## src/rtl/sync_fifo_ctrl.sv

```systemverilog
// sync_fifo_ctrl -- single-clock FIFO controller that sequences an external
// dpram (wclk = rclk = clk). It owns the read/write pointers and the occupancy
// count, drives the RAM ports, and exposes a push/pop interface with flags.
//
// Optional feature macro: FIFO_FWFT_EN
//   undefined : standard mode; rd_valid pulses one cycle after an accepted pop
//   defined   : first-word-fall-through; the head word is presented on
//               rd_data/rd_valid without a request, empty = !rd_valid
//
// Ports
//   clk, rst_n                        clock, asynchronous active-low reset
//   wr_en, wr_data, full, almost_full push side
//   rd_en, rd_data, rd_valid, empty   pop side
//   count                             words held, 0..DEPTH
//   ram_wen, ram_waddr, ram_wdata     dpram write port
//   ram_ren, ram_raddr, ram_rdata     dpram read port (rdata registered, holds when ren=0)
module sync_fifo_ctrl #(
  parameter int DEPTH    = 16,
  parameter int WIDTH    = 8,
  parameter int AFULL_TH = 12,
  localparam int ADDR_W  = $clog2(DEPTH)
) (
  input  logic              clk,
  input  logic              rst_n,
  input  logic              wr_en,
  input  logic [WIDTH-1:0]  wr_data,
  output logic              full,
  output logic              almost_full,
  input  logic              rd_en,
  output logic [WIDTH-1:0]  rd_data,
  output logic              rd_valid,
  output logic              empty,
  output logic [ADDR_W:0]   count,
  output logic              ram_wen,
  output logic [ADDR_W-1:0] ram_waddr,
  output logic [WIDTH-1:0]  ram_wdata,
  output logic              ram_ren,
  output logic [ADDR_W-1:0] ram_raddr,
  input  logic [WIDTH-1:0]  ram_rdata
);

  localparam logic [ADDR_W:0] FULL_CNT  = (ADDR_W+1)'(DEPTH);
  localparam logic [ADDR_W:0] AFULL_CNT = (ADDR_W+1)'(AFULL_TH);

  // Pointers carry one extra bit so a full RAM (wr_ptr - rd_ptr == DEPTH)
  // is distinguishable from an empty one.
  logic [ADDR_W:0] wr_ptr;
  logic [ADDR_W:0] rd_ptr;
  logic [ADDR_W:0] count_q;
  logic            full_q;
  logic            afull_q;
  logic            rd_valid_q;

  logic            wpush;
  logic            pop;
  logic            rd_fetch;
  logic            rd_valid_nxt;
  logic [ADDR_W:0] wr_ptr_nxt;
  logic [ADDR_W:0] rd_ptr_nxt;
  logic [ADDR_W:0] count_nxt;

  // full is the registered flag, so a push offered while full is dropped
  // even if a pop frees a slot in the same cycle.
  assign wpush = wr_en & ~full_q;

`ifdef FIFO_FWFT_EN
  // Words still sitting in the RAM (the head word, once fetched, lives in
  // the dpram output register and is tracked by rd_valid instead).
  logic [ADDR_W:0] m;

  assign m            = wr_ptr - rd_ptr;
  assign pop          = rd_en & rd_valid_q;
  // Refill the output register whenever it is empty or being consumed, so
  // back-to-back pops run at one word per cycle.
  assign rd_fetch     = (m != '0) & (~rd_valid_q | pop);
  assign rd_valid_nxt = rd_fetch ? 1'b1 : (pop ? 1'b0 : rd_valid_q);
  assign empty        = ~rd_valid_q;
`else
  logic empty_q;

  assign pop          = rd_en & ~empty_q;
  assign rd_fetch     = pop;
  assign rd_valid_nxt = pop;
  assign empty        = empty_q;
`endif

  assign wr_ptr_nxt = wr_ptr + (ADDR_W+1)'(wpush);
  assign rd_ptr_nxt = rd_ptr + (ADDR_W+1)'(rd_fetch);

  // Occupancy is derived from the pointers; in FWFT mode the prefetched head
  // word has already left the RAM but is still owned by the FIFO. This is
  // equivalent to +1 on push / -1 on pop.
`ifdef FIFO_FWFT_EN
  assign count_nxt = (wr_ptr_nxt - rd_ptr_nxt) + (ADDR_W+1)'(rd_valid_nxt);
`else
  assign count_nxt = wr_ptr_nxt - rd_ptr_nxt;
`endif

  always_ff @(posedge clk or negedge rst_n) begin
    if (!rst_n) begin
      wr_ptr     <= '0;
      rd_ptr     <= '0;
      count_q    <= '0;
      full_q     <= 1'b0;
      afull_q    <= 1'b0;
      rd_valid_q <= 1'b0;
    end else begin
      wr_ptr     <= wr_ptr_nxt;
      rd_ptr     <= rd_ptr_nxt;
      count_q    <= count_nxt;
      full_q     <= (count_nxt == FULL_CNT);
      afull_q    <= (count_nxt >= AFULL_CNT);
      rd_valid_q <= rd_valid_nxt;
    end
  end

`ifndef FIFO_FWFT_EN
  always_ff @(posedge clk or negedge rst_n) begin
    if (!rst_n) begin
      empty_q <= 1'b1;
    end else begin
      empty_q <= (count_nxt == '0);
    end
  end
`endif

  // A read is only issued for a slot holding data and a write only for a
  // free slot, so the two addresses never collide in one cycle.
  assign ram_wen     = wpush;
  assign ram_waddr   = wr_ptr[ADDR_W-1:0];
  assign ram_wdata   = wr_data;
  assign ram_ren     = rd_fetch;
  assign ram_raddr   = rd_ptr[ADDR_W-1:0];

  assign rd_data     = ram_rdata;
  assign rd_valid    = rd_valid_q;
  assign count       = count_q;
  assign full        = full_q;
  assign almost_full = afull_q;

endmodule

```

## config.mk

```make
export PLATFORM = sky130hd
export DESIGN_NAME = sync_fifo_ctrl
export DESIGN_NICKNAME = d
export VERILOG_FILES = /design/src/rtl/sync_fifo_ctrl.sv
export SDC_FILE = /design/constraint.sdc
export NUM_CORES = 1
export LEC_CHECK = 0
export ABC_AREA = 1
export BUFFER_PORTS_ARGS = -buffer_cell sky130_fd_sc_hd__buf_4
export CAP_MARGIN = 40
export CORE_ASPECT_RATIO = 0.8
export CORE_MARGIN = 8
export CORE_UTILIZATION = 46
export CTS_CLUSTER_DIAMETER = 100
export CTS_CLUSTER_SIZE = 20
export DETAILED_ROUTE_END_ITERATION = 7
export PLACE_DENSITY = 0.78
export SYNTH_ARGS = -nofsm -noshare
export SYNTH_HDL_FRONTEND = slang
export SYNTH_SLANG_ARGS = --single-unit
```

## constraint.sdc

```tcl
create_clock -name clk -period 2.35 [get_ports clk]
set_clock_uncertainty 0.15 [all_clocks]
set_input_delay 0.235 -clock clk [delete_from_list [all_inputs] [get_ports clk]]
set_output_delay 0.235 -clock clk [all_outputs]
set_load 0.005 [all_outputs]
```

### Word-level counts from Yosys, hierarchy flattened

Cells that the tools add are included.

* register bits: 19
* logic and storage cells: 17
* bits of input ports: 20
* output and inout port bits: 35

* order comparisons: 1
* reductions and logical operators: 1
* add/subtract/negate cells: 3
* equal/unequal tests: 1
* bitwise logic cells: 4

Operators by type and width (number)
* $add A5 B1 Y5: 2
* $eq A5 B5 Y1 const B: 1
* $ge A5 B4 Y1 const B: 1
* $logic_not A5 Y1: 1
* $sub A5 B5 Y5: 1
* $and A1 B1 Y1: 2
* $not A1 Y1: 2

### Depth between registers and ports, before layout

* word-level depth: 5
* gate-level depth with buffers: 15
* gate-level depth less buffers: 15

### Worst setup path after synthesis

No wires, ideal clock.

* path type: reg2reg
* start point: register empty_q (netlist: empty)
* end point: register full_q (netlist: full)
* cell stages (with the launch flop): 12
* library setup time: 0.072 ns
* data required time: 2.128 ns
* arrival time: 2.004 ns
* slack: 0.125 ns
* cells stage by stage: dfstp_2 -> nor2_1 -> ha_1 -> ha_1 -> fa_1 -> inv_1 -> nand2_1 -> nand3_2 -> nand2_2 -> nand2_1 -> nand2_1 -> nor2_1

* word-level cells in the longest chain between the ends: 5

RTL lines
* start, declared: line 79 `logic empty_q;`
* start signal, assigned: line 122 `empty_q <= (count_nxt == '0);`
* $not A1 Y1: line 81 `assign pop = rd_en & ~empty_q;`
* $and A1 B1 Y1: line 81
* via ram_ren: line 37 `output logic ram_ren,`
* $add A5 B1 Y5: line 88 `assign rd_ptr_nxt = rd_ptr + (ADDR_W+1)'(rd_fetch);`
* via rd_ptr_nxt[1]: line 59 `logic [ADDR_W:0] rd_ptr_nxt;`
* $sub A5 B5 Y5: line 96 `assign count_nxt = wr_ptr_nxt - rd_ptr_nxt;`
* $eq A5 B5 Y1: line 111 `full_q <= (count_nxt == FULL_CNT);`
* end signal, assigned: line 111
* end, declared: line 50 `logic full_q;`

The timed path passes the listed nets, and every way through them passes these cells.

### Final worst setup path

* start point: register empty_q (netlist: empty)
* end point: register empty_q (netlist: empty)

* word-level cells in the longest chain between the ends: 5

RTL lines (line)
* $not A1 Y1: 81
* $and A1 B1 Y1: 81
* $add A5 B1 Y5: 88
* via rd_ptr_nxt[1]: 59
* $sub A5 B5 Y5: 96
* $logic_not A5 Y1: 122

The timed path passes the listed nets, and every way through them passes these cells.

==> results.md <==
- Status: complete, no violations
- CP required: 2.45 ns
- DP Cell Count: 176
- Clock-pin slew on the worst setup and hold paths: 0.12 ns
- Design area: 1280 um^2
- Final WL: 2250 um
- Largest net degree at the start of global routing: 20
- Post-Syn Area: 1190 um^2
- Fin crit period: 2.24 ns
- P_leak: 0.689 nW
- Share of cells above drive strength 1: 32.9%
- Syn avg cell area: 8.24 um^2
- Port bufs: 22
- Startpoint Class: flip-flop
- Setup violators final: 0
- DP HPWL: 1760 um
- Final period util: 95.4%
- Largest cells by area after synthesis: dfrtp_1, buf_4, nand2_1
- RSZ-0062 raised after global routing: false
- Crit Path Max Fanout: 3
- Initial antenna violation count: 0
- Synth top area share: 38.0%
- H-tree Lvls: 1
- Distinct cell type count after synthesis: 17
- I/O pin cnt: 55
- Crit Path Class: reg -> reg
- CTS tree: yes
- Full die area: 4470 um^2
- Vias in the first global route: 752
- Largest buffer count on any clock path: 2
- Yosys reg bits: 19
- Critical Path End Type: flip-flop
- Routed WL per cell: 12.4 um
- Hold crit path type: in -> async
- Initial DRC count: 41
- Die X: 72.8 um
- Syn-to-layout area delta: 7.59%
- Detailed-route vias per instance: 4.84
- Slew HR: 81.0%
- # diodes: 0
- Number of max-cap violations: 0
- Post-synthesis cell count: 144
- Iteration count of the initial detailed-routing pass: 4
- Final Hold Viols: 0
- Least-Margin Pin Slew: 0.286 ns
- Routability cong.: 0.804
- Setup slack, reg-to-reg: 0.11 ns
- Vias: 880
- DRC viols: 0
- Initial core utilization: 48.6%
- Latest clock arrival within the worst-skew pair: 0.31 ns
- ANT nets after route: 0
- Clock sinks: 19
- Leading area contributor after synthesis: dfrtp_1
- Post-route insts no fill: 182
- TNS Setup: 0 ns
- TritonCTS Buffers: 3
- Post-synthesis sequential area ratio: 40.2%
- GRT overflow: 0
- First-pass GRT wire length: 3350 um
- Height of the die: 61.4 um
- Placed inst area: 1190 um^2
- PD cells: 1650 nW/um^2
- Num rows: 16
- Nets: 174
- Synth warn: 0
- Pins Over Slew Limit: 0
- Core Region: 2440 um^2
- Root buf cell: clkbuf_4
- GRT Util Overall: 9.84%
- Critical path arrival: 2.34 ns
- Fmax: 446 MHz
- Max VDD drop: 0.000610 V
- Post-Synthesis Net Count: 171
==> where the power goes <==
| part | internal [mW] | switching (mW) |
|---|---|---|
| registers | 0.486 | 0.136 |
| clock network | 0.0635 | 0.105 |
| logic | 0.571 | 0.743 |
| total | 1.12 | 0.984 |
==> per-stage QoR <==
step / util (%) / hold WS [ns] / power [mW] / setup slack, ns
2_1_floorplan: - / -0.211 / 1.59 / 0.125
3_3_place_gp: 48.9 / -0.0339 / 1.81 / 0.0676
3_5_place_dp: 48.9 / -0.0285 / 1.88 / -0.0172
4_1_cts: 50.9 / 0.0182 / 2.07 / 0.0480
5_1_grt: 52.3 / 0.182 / 2.31 / 0.0143
6_report: 52.3 / 0.167 / 2.10 / 0.109
==> flip-flops by register name (all words and copies together), names as in the netlist <==
register	flops
count	5
rd_ptr	5
wr_ptr	5
almost_full	1
empty	1
full	1
rd_valid	1
==> timing repair <==
| item | CTS | global route |
|---|---|---|
| hold buffers | 1 | 1 |
| resized for setup | 1 | 5 |
| endpoints found under the hold margin | 19 | 1 |
| buffers inserted | 0 | 0 |
| setup endpoints to repair | 2 | 3 |
==> routing by layer <==
layer | GRT usage [%] | share of wire (%)
met1 | 11.1 | 40
met2 | 16.2 | 49
met3 | 2.93 | 8.1
met4 | 6.25 | 2.5
met5 | 0 | 0
==> layout make-up <==
class / count / area (um^2)
inverter: 19 / 71.3
clock buffer: 3 / 22.5
tap: 36 / 45.0
sequential: 19 / 477
multi-input combinational: 80 / 470
fill: 226 / 1170
timing repair buffer: 24 / 185
clock inverter: 1 / 5.00
==> placed cells by master, fill, tap and decap left out <==
master,synthesis,final
clkinv_2,0,1
fa_2,0,1
ha_4,0,2
nand3_2,1,1
inv_1,15,15
nand4_1,7,7
dfstp_2,1,1
ha_1,6,2
dfrtp_1,18,18
nor2_2,1,2
dlygate4sd3_1,0,2
buf_4,24,22
nand2_2,8,8
ha_2,0,2
nor2_1,4,3
nand2_1,41,41
clkbuf_4,0,3
nand2_4,1,1
nand3_1,9,9
inv_2,4,4
a21oi_1,1,1
==> kinds of logic (layout without fill, tap and decap cells) <==
group | after synthesis | after routing | share of synthesized area (%)
AOI/OAI and AO/OA | 1 | 1 | 0.422
buffers and inverters | 45 | 47 | 23.1
DFF | 19 | 19 | 40.2
adders and majority gates | 7 | 7 | 8.02
and+or+nand+nor | 72 | 72 | 28.3
==> synthesized netlist by cell type <==
library cell	instances
dfrtp_1	18
nand3_2	1
nand2_2	8
ha_1	6
fa_1	1
nand2_1	41
nor2_1	4
buf_6	2
nand3_1	9
buf_4	24
dfstp_2	1
inv_2	4
a21oi_1	1
nand4_1	7
nand2_4	1
inv_1	15
nor2_2	1
==> critical path, stage by stage, from the launching register on <==
cell     delay (ns)
dfstp_2        0.56
nor2_2         0.05
ha_2           0.19
ha_4           0.29
inv_1          0.05
ha_1           0.27
a21oi_1        0.14
nand2_1        0.07
nand2_1        0.07
inv_1          0.04
nand2_1        0.08
nand3_1        0.10
nor2_1         0.11
==> path summary, 6_finish.rpt <==
kind                              to      start  depth (start not counted)
max in group asynchronous      empty      rst_n                          2
max reg2reg                    empty      empty                         12
min reg2reg                wr_ptr[0]  wr_ptr[0]                          1
min                         count[0]      rst_n                          2
max                            empty      empty                         12
min in group clk           rd_ptr[0]      rd_en                          4
Power figures use the tool's default switching activity.
